$ cat src/rtl/sync_fifo_pkg.sv
// Shared constants and sizing helper for the parameterised synchronous FIFO.
package sync_fifo_pkg;
  localparam int DEF_WIDTH = 32;
  localparam int DEF_DEPTH = 8;

  // Pointer width for n entries; count width is this plus one so DEPTH itself fits.
  function automatic int clog2(input int n);
    int r;
    r = 0;
    for (int i = 0; i < 31; i++)
      if ((1 << r) < n) r++;
    return r;
  endfunction
endpackage

$ cat src/rtl/sync_fifo_param_if.sv
// Data/handshake/status bundle between the FIFO and its user.
interface sync_fifo_param_if
  import sync_fifo_pkg::*;
#(
  parameter int WIDTH = DEF_WIDTH,
  parameter int DEPTH = DEF_DEPTH
);
  localparam int CW = clog2(DEPTH) + 1;

  logic [WIDTH-1:0] DIN;
  logic             WRITE;
  logic             READ;
  logic             FLUSH;
  logic [WIDTH-1:0] DOUT;
  logic             EMPTY;
  logic             FULL;
  logic             ALMOST_FULL;
  logic             ALMOST_EMPTY;
  logic [CW-1:0]    COUNT;
  logic             OVERFLOW;
  logic             UNDERFLOW;

  modport master (
    output DIN, WRITE, READ, FLUSH,
    input  DOUT, EMPTY, FULL, ALMOST_FULL, ALMOST_EMPTY, COUNT, OVERFLOW, UNDERFLOW
  );
  modport slave (
    input  DIN, WRITE, READ, FLUSH,
    output DOUT, EMPTY, FULL, ALMOST_FULL, ALMOST_EMPTY, COUNT, OVERFLOW, UNDERFLOW
  );
endinterface

$ cat src/rtl/sync_fifo_ram.sv
// Storage array: one write port, one registered read port. Only the read register resets.
module sync_fifo_ram #(
  parameter int WIDTH = 32,
  parameter int DEPTH = 8,
  parameter int AW    = 3
) (
  input  logic             clk,
  input  logic             rst,
  input  logic             we,
  input  logic [AW-1:0]    waddr,
  input  logic [WIDTH-1:0] wdata,
  input  logic             re,
  input  logic [AW-1:0]    raddr,
  output logic [WIDTH-1:0] rdata
);
  logic [WIDTH-1:0] mem [DEPTH];

  always_ff @(posedge clk)
    if (we) mem[waddr] <= wdata;

  // Same-address read and write return the old word (read-before-write).
  always_ff @(posedge clk)
    if (rst)     rdata <= '0;
    else if (re) rdata <= mem[raddr];
endmodule

$ cat src/rtl/sync_fifo_param.sv
// Synchronous FIFO with registered status flags, sticky over/underflow and flush.
module sync_fifo_param
  import sync_fifo_pkg::*;
#(
  parameter int WIDTH    = DEF_WIDTH,
  parameter int DEPTH    = DEF_DEPTH,
  parameter int AF_LEVEL = DEPTH - 2,
  parameter int AE_LEVEL = 2
) (
  input  logic              CLK,
  input  logic              RESET,
  sync_fifo_param_if.slave  bus
);
  localparam int AW = clog2(DEPTH);
  localparam int CW = AW + 1;
  localparam logic [CW-1:0] FULL_C = CW'(DEPTH);
  localparam logic [CW-1:0] AF_C   = CW'(AF_LEVEL);
  localparam logic [CW-1:0] AE_C   = CW'(AE_LEVEL);

  if (DEPTH < 4 || (DEPTH & (DEPTH - 1)) != 0) begin : g_bad_depth
    $error("sync_fifo_param: DEPTH must be a power of two >= 4");
  end
  if (AF_LEVEL > DEPTH || AF_LEVEL < 0) begin : g_bad_af
    $error("sync_fifo_param: AF_LEVEL out of range");
  end
  if (AE_LEVEL >= AF_LEVEL) begin : g_bad_ae
    $error("sync_fifo_param: AE_LEVEL must be below AF_LEVEL");
  end

  logic [AW-1:0] wptr, rptr;
  logic [CW-1:0] count, count_nxt, cnt_d;
  logic          empty_q, full_q, af_q, ae_q, ovf_q, unf_q;
  logic          wr_ok, rd_ok, idle;

  assign idle  = RESET | bus.FLUSH;
  assign rd_ok = bus.READ & ~empty_q;
  // A full FIFO still takes a write when a read frees the slot in the same cycle.
  assign wr_ok = bus.WRITE & (~full_q | rd_ok);

  always_comb begin
    count_nxt = count;
    case ({wr_ok, rd_ok})
      2'b10:   count_nxt = count + 1'b1;
      2'b01:   count_nxt = count - 1'b1;
      default: count_nxt = count;
    endcase
    cnt_d = idle ? '0 : count_nxt;
  end

  always_ff @(posedge CLK) begin
    if (idle) begin
      wptr  <= '0;
      rptr  <= '0;
      count <= '0;
    end else begin
      if (wr_ok) wptr <= wptr + 1'b1;
      if (rd_ok) rptr <= rptr + 1'b1;
      count <= count_nxt;
    end
    // Flags track next-state occupancy so they line up with COUNT.
    empty_q <= (cnt_d == '0);
    full_q  <= (cnt_d == FULL_C);
    af_q    <= (cnt_d >= AF_C);
    ae_q    <= (cnt_d <= AE_C);
    if (RESET) begin
      ovf_q <= 1'b0;
      unf_q <= 1'b0;
    end else if (!bus.FLUSH) begin
      ovf_q <= ovf_q | (bus.WRITE & ~wr_ok);
      unf_q <= unf_q | (bus.READ & ~rd_ok);
    end
  end

  sync_fifo_ram #(.WIDTH(WIDTH), .DEPTH(DEPTH), .AW(AW)) u_ram (
    .clk   (CLK),
    .rst   (RESET),
    .we    (wr_ok & ~idle),
    .waddr (wptr),
    .wdata (bus.DIN),
    .re    (rd_ok & ~idle),
    .raddr (rptr),
    .rdata (bus.DOUT)
  );

  assign bus.COUNT        = count;
  assign bus.EMPTY        = empty_q;
  assign bus.FULL         = full_q;
  assign bus.ALMOST_FULL  = af_q;
  assign bus.ALMOST_EMPTY = ae_q;
  assign bus.OVERFLOW     = ovf_q;
  assign bus.UNDERFLOW    = unf_q;
endmodule

$ cat src/flat_wrapper.sv
// flat-port wrapper written by rule: the top's interface ports become plain ports
module sync_fifo_param_flat import sync_fifo_pkg::*;
#(
  parameter int WIDTH    = DEF_WIDTH,
  parameter int DEPTH    = DEF_DEPTH,
  parameter int AF_LEVEL = DEPTH - 2,
  parameter int AE_LEVEL = 2
)
  (CLK, RESET, bus_DIN, bus_WRITE, bus_READ, bus_FLUSH, bus_DOUT, bus_EMPTY, bus_FULL, bus_ALMOST_FULL, bus_ALMOST_EMPTY, bus_COUNT, bus_OVERFLOW, bus_UNDERFLOW);
  sync_fifo_param_if #(.WIDTH(WIDTH), .DEPTH(DEPTH)) bus_i ();
  input  logic CLK;
  input  logic RESET;
  input wire logic [$bits(bus_i.DIN)-1:0] bus_DIN;
  input wire logic [$bits(bus_i.WRITE)-1:0] bus_WRITE;
  input wire logic [$bits(bus_i.READ)-1:0] bus_READ;
  input wire logic [$bits(bus_i.FLUSH)-1:0] bus_FLUSH;
  output wire logic [$bits(bus_i.DOUT)-1:0] bus_DOUT;
  output wire logic [$bits(bus_i.EMPTY)-1:0] bus_EMPTY;
  output wire logic [$bits(bus_i.FULL)-1:0] bus_FULL;
  output wire logic [$bits(bus_i.ALMOST_FULL)-1:0] bus_ALMOST_FULL;
  output wire logic [$bits(bus_i.ALMOST_EMPTY)-1:0] bus_ALMOST_EMPTY;
  output wire logic [$bits(bus_i.COUNT)-1:0] bus_COUNT;
  output wire logic [$bits(bus_i.OVERFLOW)-1:0] bus_OVERFLOW;
  output wire logic [$bits(bus_i.UNDERFLOW)-1:0] bus_UNDERFLOW;
  assign bus_i.DIN = bus_DIN;
  assign bus_i.WRITE = bus_WRITE;
  assign bus_i.READ = bus_READ;
  assign bus_i.FLUSH = bus_FLUSH;
  assign bus_DOUT = bus_i.DOUT;
  assign bus_EMPTY = bus_i.EMPTY;
  assign bus_FULL = bus_i.FULL;
  assign bus_ALMOST_FULL = bus_i.ALMOST_FULL;
  assign bus_ALMOST_EMPTY = bus_i.ALMOST_EMPTY;
  assign bus_COUNT = bus_i.COUNT;
  assign bus_OVERFLOW = bus_i.OVERFLOW;
  assign bus_UNDERFLOW = bus_i.UNDERFLOW;
  sync_fifo_param #(.WIDTH(WIDTH), .DEPTH(DEPTH), .AF_LEVEL(AF_LEVEL), .AE_LEVEL(AE_LEVEL)) u_core (.CLK(CLK), .RESET(RESET), .bus(bus_i));
endmodule
$ cat config.mk
export PLATFORM = sky130hd
export DESIGN_NAME = sync_fifo_param_flat
export DESIGN_NICKNAME = d
export VERILOG_FILES = /design/src/rtl/sync_fifo_pkg.sv /design/src/rtl/sync_fifo_param_if.sv /design/src/rtl/sync_fifo_ram.sv /design/src/rtl/sync_fifo_param.sv /design/src/flat_wrapper.sv
export SDC_FILE = /design/constraint.sdc
export NUM_CORES = 1
export LEC_CHECK = 0
export ABC_AREA = 0
export CAP_MARGIN = 0
export CORE_MARGIN = 2
export CORE_UTILIZATION = 58
export CTS_BUF_LIST = sky130_fd_sc_hd__clkbuf_16
export DETAILED_ROUTE_END_ITERATION = 16
export HOLD_SLACK_MARGIN = 0.12
export PLACE_DENSITY = 0.86
export SYNTH_ARGS = -nofsm -noshare
export SYNTH_HDL_FRONTEND = slang
export SYNTH_SLANG_ARGS = --single-unit
$ cat constraint.sdc
create_clock -name CLK -period 4.8 [get_ports CLK]
set_input_delay 0.72 -clock CLK [delete_from_list [all_inputs] [get_ports CLK]]
set_output_delay 0.72 -clock CLK [all_outputs]
set_load 0.02 [all_outputs]
==> Word level (Yosys, flattened, before mapping) <==
Memories as Yosys holds them, arrays and structs flattened. A register that Yosys moved wholly into a read port is not among the register bits.
Cells that the tools add are included.
{ "totals": {"ram_bits": 256, "register_bits": 16, "memories": 1, "output_inout_bits": 42, "in_bits": 37, "elab_cells": 39} }
{ "classes": {"n_bitwise": 15, "reduce_logical": 1, "addsub": 4, "n_lt_le_gt_ge": 2, "n_mux": 4, "eq_ne": 3} }
{ "mem_list": {"columns": ["memory", "depth", "width", "read_ports", "rd_ports_with_merged_regs", "wr", "line_no", "source"], "rows": [
  ["u_core.u_ram.mem", 8, 32, 1, 1, 1, "sync_fifo_ram.sv:16", "logic [WIDTH-1:0] mem [DEPTH];"]
]} }
{ "op_table": {"columns": ["operator", "n"], "rows": [
  ["one-hot mux 4 bit (2 select lines)", 1],
  ["adder 3 x 1 -> 3 bit (second input constant)", 2],
  ["bitwise AND 1 bit", 6],
  ["inverter 1 bit", 5],
  ["adder 4 x 1 -> 4 bit (second input constant)", 1],
  ["== test 4 bit (second input constant)", 1],
  ["greater-or-equal comparator 4 x 3 -> 1 bit (second input constant)", 1],
  ["less-or-equal comparator 4 x 2 -> 1 bit (second input constant)", 1],
  ["logical NOT 4 bit", 1],
  ["two-way mux 4 bit", 1],
  ["bitwise OR 1 bit", 4],
  ["subtractor 4 x 1 -> 4 bit (second input constant)", 1],
  ["== test 2 x 1 -> 1 bit (second input constant)", 1],
  ["== test 2 bit (second input constant)", 1],
  ["two-way mux 1 bit", 2]
]} }

==> Depth between registers and ports, before layout <==
{ "logic_depth": {"ltp_word": 8, "depth_mapped": 11, "depth_no_buf": 10} }

==> By module <==
Synthesis repeated with hierarchy kept, for this count alone.
{ "hier_totals": {"hier_cells": 683, "hier_area_um2": 11733.8} }
{ "by_module_without_submodules": {"columns": ["module", "cells_per_inst", "area_each_um2", "instances", "seq_area_each_um2"], "rows": [
  ["sync_fifo_ram", 598, 10958.0, 1, 8328.0],
  ["sync_fifo_param", 85, 775.7, 1, 320.3]
]} }

==> Worst setup path before layout <==
No wires, ideal clock.
{ "synth_timing": {"path_type": "in2reg", "start": "in bus_READ", "end": "mem u_core.u_ram.mem[0][0] (enable)", "path_stages": 6, "arrival_ps": 3813, "required_time_ps": 4339, "setup_slack_ps": 526, "setup_time_ps": 461, "n_path_buf": 1, "path_cell_list": "nor2b_1 -> buf_4 -> o21a_1 -> inv_2 -> or3_1 -> nor3_1"} }
{ "synth_via": {"elab_chain_cells": 6} }
{ "synth_lines": {"columns": ["element", "line_no", "source"], "rows": [
  ["from (decl)", "flat_wrapper.sv:15", "input wire logic [$bits(bus_i.READ)-1:0] bus_READ;"],
  ["bitwise AND 1 bit", "sync_fifo_param.sv:36", "assign rd_ok = bus.READ & ~empty_q;"],
  ["named net u_core.rd_ok", "sync_fifo_param.sv:33", "logic wr_ok, rd_ok, idle;"],
  ["bitwise OR 1 bit", "sync_fifo_param.sv:38", "assign wr_ok = bus.WRITE & (~full_q | rd_ok);"],
  ["bitwise AND 1 bit", "sync_fifo_param.sv:38", null],
  ["bitwise AND 1 bit", "sync_fifo_param.sv:77", ".we (wr_ok & ~idle),"],
  ["two-way mux 1 bit", "sync_fifo_ram.sv:19", "if (we) mem[waddr] <= wdata;"],
  ["two-way mux 1 bit (implied by the code)", "sync_fifo_ram.sv:19", null],
  ["to (decl)", "sync_fifo_ram.sv:16", null]
]} }
The timed path passes the listed nets, and every way through them passes these cells.

==> Worst setup path in the final report <==
{ "layout_timing": {"start": "in RESET", "end": "mem u_core.u_ram.mem[7][3] (enable)"} }
{ "layout_via": {"elab_chain_cells": 5} }
{ "layout_lines": {"columns": ["element", "line_no", "source"], "rows": [
  ["from (decl)", "flat_wrapper.sv:12", "input logic RESET;"],
  ["bitwise OR 1 bit", "sync_fifo_param.sv:35", "assign idle = RESET | bus.FLUSH;"],
  ["inverter 1 bit", "sync_fifo_param.sv:77", null],
  ["bitwise AND 1 bit", "sync_fifo_param.sv:77", null],
  ["two-way mux 1 bit", "sync_fifo_ram.sv:19", null],
  ["two-way mux 1 bit (implied by the code)", "sync_fifo_ram.sv:19", null]
]} }
No other way between the ends.

==> flow_summary.yaml <==
sta:
  rsz0062_at_grt: "no"
  slew_headroom_pct: 16.3
  drv_slew: 0
  setup_viol: 0
  hold_viol: 0
  max_freq_ghz: 0.318
  finalSetupTns_ns: 0
  fin_skew_ns: 0.00986
  period_share_pct: 65.5
  tightest_slew_ns: 1.26
  period_minus_slack_ns: 3.15
synth:
  synth.distinct_cells: 43
  synth_warnings: 0
  syn_nets: 622
  synth.largest_area_cell: "edfxtp_1"
  syn_inst: 580
  avgSynthCellArea_sq_um: 19.9
  synth_seq_area_share_pct: 75.0
  synthTopCellsByArea: "edfxtp_1, mux4_2, dfxtp_1"
  syn-cell-area_sq_mm: 0.0115
  synth_top_area_share_pct: 66.7
  ys_seq_elements: 304
critical_path:
  r2r_start: "u_core.bus.EMPTY"
  endpoint: "u_core.u_ram.mem[7][3]"
  cp_cell_sequence: "clkdlybuf4s50_1 > nor2_2 > nand3_1 > nor2_4 > buf_4"
  cp-start-kind: "input pin"
  startpoint: "RESET"
  path_max_fanout: 19
  crit_arrival_ns: 3.35
  worst_path_max_delay_cell: "clkdlybuf4s50_1"
  end_kind: "flop"
  critPathMaxStageDelay_ns: 0.78
  rrSetupSlack_ns: 2.12
  r2r_end: "u_core.bus.ALMOST_EMPTY"
  crit_required_ns: 5.00
  crit_type: "in -> reg"
  reg2regPathDepth: 11
routing:
  routedWlPerCell_um: 22.8
  final_antenna_net_count: 0
  route.detailed.drc: 0
  via_count: 5740
  routed_wl_um: 21900
  first_pass_iters: 5
  drt_iter0_drc: 461
  routed_via_density: 5.99
power_and_ir_drop:
  power_leakage_nw: 4.20
  power_density_mw_per_mm2: 376
  vdd_drop_max_uv: 324
  power_w: 0.00508
grt:
  overflow: 0
  grt_max_degree: 65
  antenna_found_initial: 0
  grt_pass1_vias: 6038
  grt_pass1_wl_um: 34600
  grtUsageTotal_pct: 21.3
final_layout:
  nNetsFinal: 714
  fill_cells: 1173
  antenna_cells: 0
  area_growth_syn_to_layout_pct: 17.0
  drive_gt1_share_pct: 19.6
clocking:
  clk_pin_slew_worst_paths_ns: 0.06
  ctsResizeCount: 0
  clock-sinks: 304
  clock_latency_ns: 0.53
  clockBufferDepth: 3
  cts.hold.buffers_added: 0
  cts_root_buffer: "clkbuf_16"
  cts_tree: "built"
  cts_buffers: 29
  cts_max_level: 1
  cts_setup_buffers: 0
placed_design:
  hpwlAfterDp_um: 12700
  portBuffers: 78
  place_congestion: 0.754
hold_path:
  min_path_type: "reg -> reg"
floorplan:
  coreArea_sq_mm: 0.0195
  die-area_sq_mm: 0.0210
  die_w_um: 145
  io_pins: 79
  initial_core_util_pct: 59.2
  rows: 51
  chipHeight_um: 145
outcome:
  status: "complete, no violations"
job:
  max_cap_violations: 0
[worst min-delay path by stage]
stage,from,end,slack [ns],cells past startpoint
4_1_cts,u_core.u_ram.rdata[30],u_core.u_ram.rdata[30],0.48,2
6_report,u_core.u_ram.rdata[30],u_core.u_ram.rdata[30],0.48,2
5_1_grt,u_core.u_ram.rdata[4],u_core.u_ram.rdata[4],0.51,2
2_1_floorplan,u_core.wptr[2],u_core.wptr[2],0.49,2
3_3_place_gp,u_core.bus.OVERFLOW,u_core.bus.OVERFLOW,0.46,2
3_5_place_dp,u_core.u_ram.rdata[30],u_core.u_ram.rdata[30],0.47,2
[through the flow]
step | utilization [%] | instance area (sq um) | hold slack (ns) | setup WS [ns] | instances
after floorplan | - | 11500 | 0.494 | 0.526 | 580
after global placement | 65.0 | 12700 | 0.459 | 1.35 | 906
after detailed placement | 65.0 | 12700 | 0.471 | 1.13 | 906
after CTS | 69.3 | 13500 | 0.482 | 1.63 | 959
after global routing | 69.3 | 13500 | 0.513 | 1.50 | 959
final | 69.3 | 13500 | 0.485 | 1.65 | 959
[synthesized netlist by cell type]
cell type    n
edfxtp_1   256
mux4_2      64
dfxtp_1     48
mux2i_1     34
o21ai_1     34
nand3b_1    33
nor2_1      17
clkbuf_1    15
nand2_1     10
buf_2        7
buf_4        7
ha_1         5
xor2_1       4
a21oi_1      3
inv_1        3
nand2b_1     3
nand3_1      3
o21ai_0      3
xnor2_1      3
a31oi_1      2
nor2b_1      2
nor3_1       2
nor3b_1      2
a2111oi_2    1
a211o_1      1
a211oi_1     1
a211oi_2     1
a21oi_2      1
a21oi_4      1
buf_1        1
buf_6        1
inv_2        1
mux2_2       1
mux2_4       1
nor2_2       1
nor3_2       1
o211ai_1     1
o21a_1       1
o21a_2       1
or2_1        1
or3_1        1
or3_2        1
or4b_4       1
[cell usage in the layout, fill, tap and decap left out, types with 9 or more instances in the layout]
cell type        instances
edfxtp_1               256
clkdlybuf4s50_1         78
mux4_2                  64
dfxtp_1                 45
o21ai_1                 34
mux2i_1                 34
nand3b_1                33
clkbuf_16               30
inv_1                   16
buf_4                   14
nor2_1                  11
nand2_1                  9
[kinds of logic (layout without fill, tap and decap cells)]
group / Yosys count / in the layout / synth area share, %
buf+inv: 35 / 149 / 1.51
fa+ha+maj: 5 / 5 / 0.543
compound gates: 51 / 51 / 2.65
flops: 304 / 304 / 75.0
simple gates: 78 / 78 / 4.08
mux: 100 / 100 / 15.7
xor+xnor: 7 / 7 / 0.532
[power breakdown]
part	switching, W	internal [W]	total (W)
registers	0.0000162	0.00288	0.00289
logic	0.0000898	0.0000806	0.000170
clock network	0.000893	0.00112	0.00201
total	0.000999	0.00408	0.00508
[worst max-delay path, delay by kind of cell]
family                 cells  cell delay, ns
and+or+nand+nor            3            1.41
buffers and inverters      2            1.19
[area by class of cell]
type	instances	area (sq um)	area share, %
clock buffers	30	751	5.56
clock inverters	23	91.3	0.677
inverters	4	15.0	0.111
multi-input cells	241	2770	20.5
flip-flops and latches	304	8650	64.1
well taps	265	332	2.46
repair buffers	92	886	6.56
[registers in the layout, summed over array words and instances (netlist names)]
signal                   flops
u_core.bus.COUNT             4
u_core.bus.ALMOST_FULL       1
u_core.bus.UNDERFLOW         1
u_core.bus.ALMOST_EMPTY      1
u_core.bus.EMPTY             1
u_core.u_ram.mem           256
u_core.rptr                  3
u_core.bus.OVERFLOW          1
u_core.bus.FULL              1
u_core.u_ram.rdata          32
u_core.wptr                  3
[per-layer routing]
metal  global-route usage (%)  vias up  part of all wire (%)
met5                        0        -                     0
met4                     6.04        0                   2.0
met3                     3.62       40                   5.6
met2                     36.5      211                    52
met1                     28.4     2957                    41
li1                         -     2532                     -
Power figures use the tool's default switching activity.
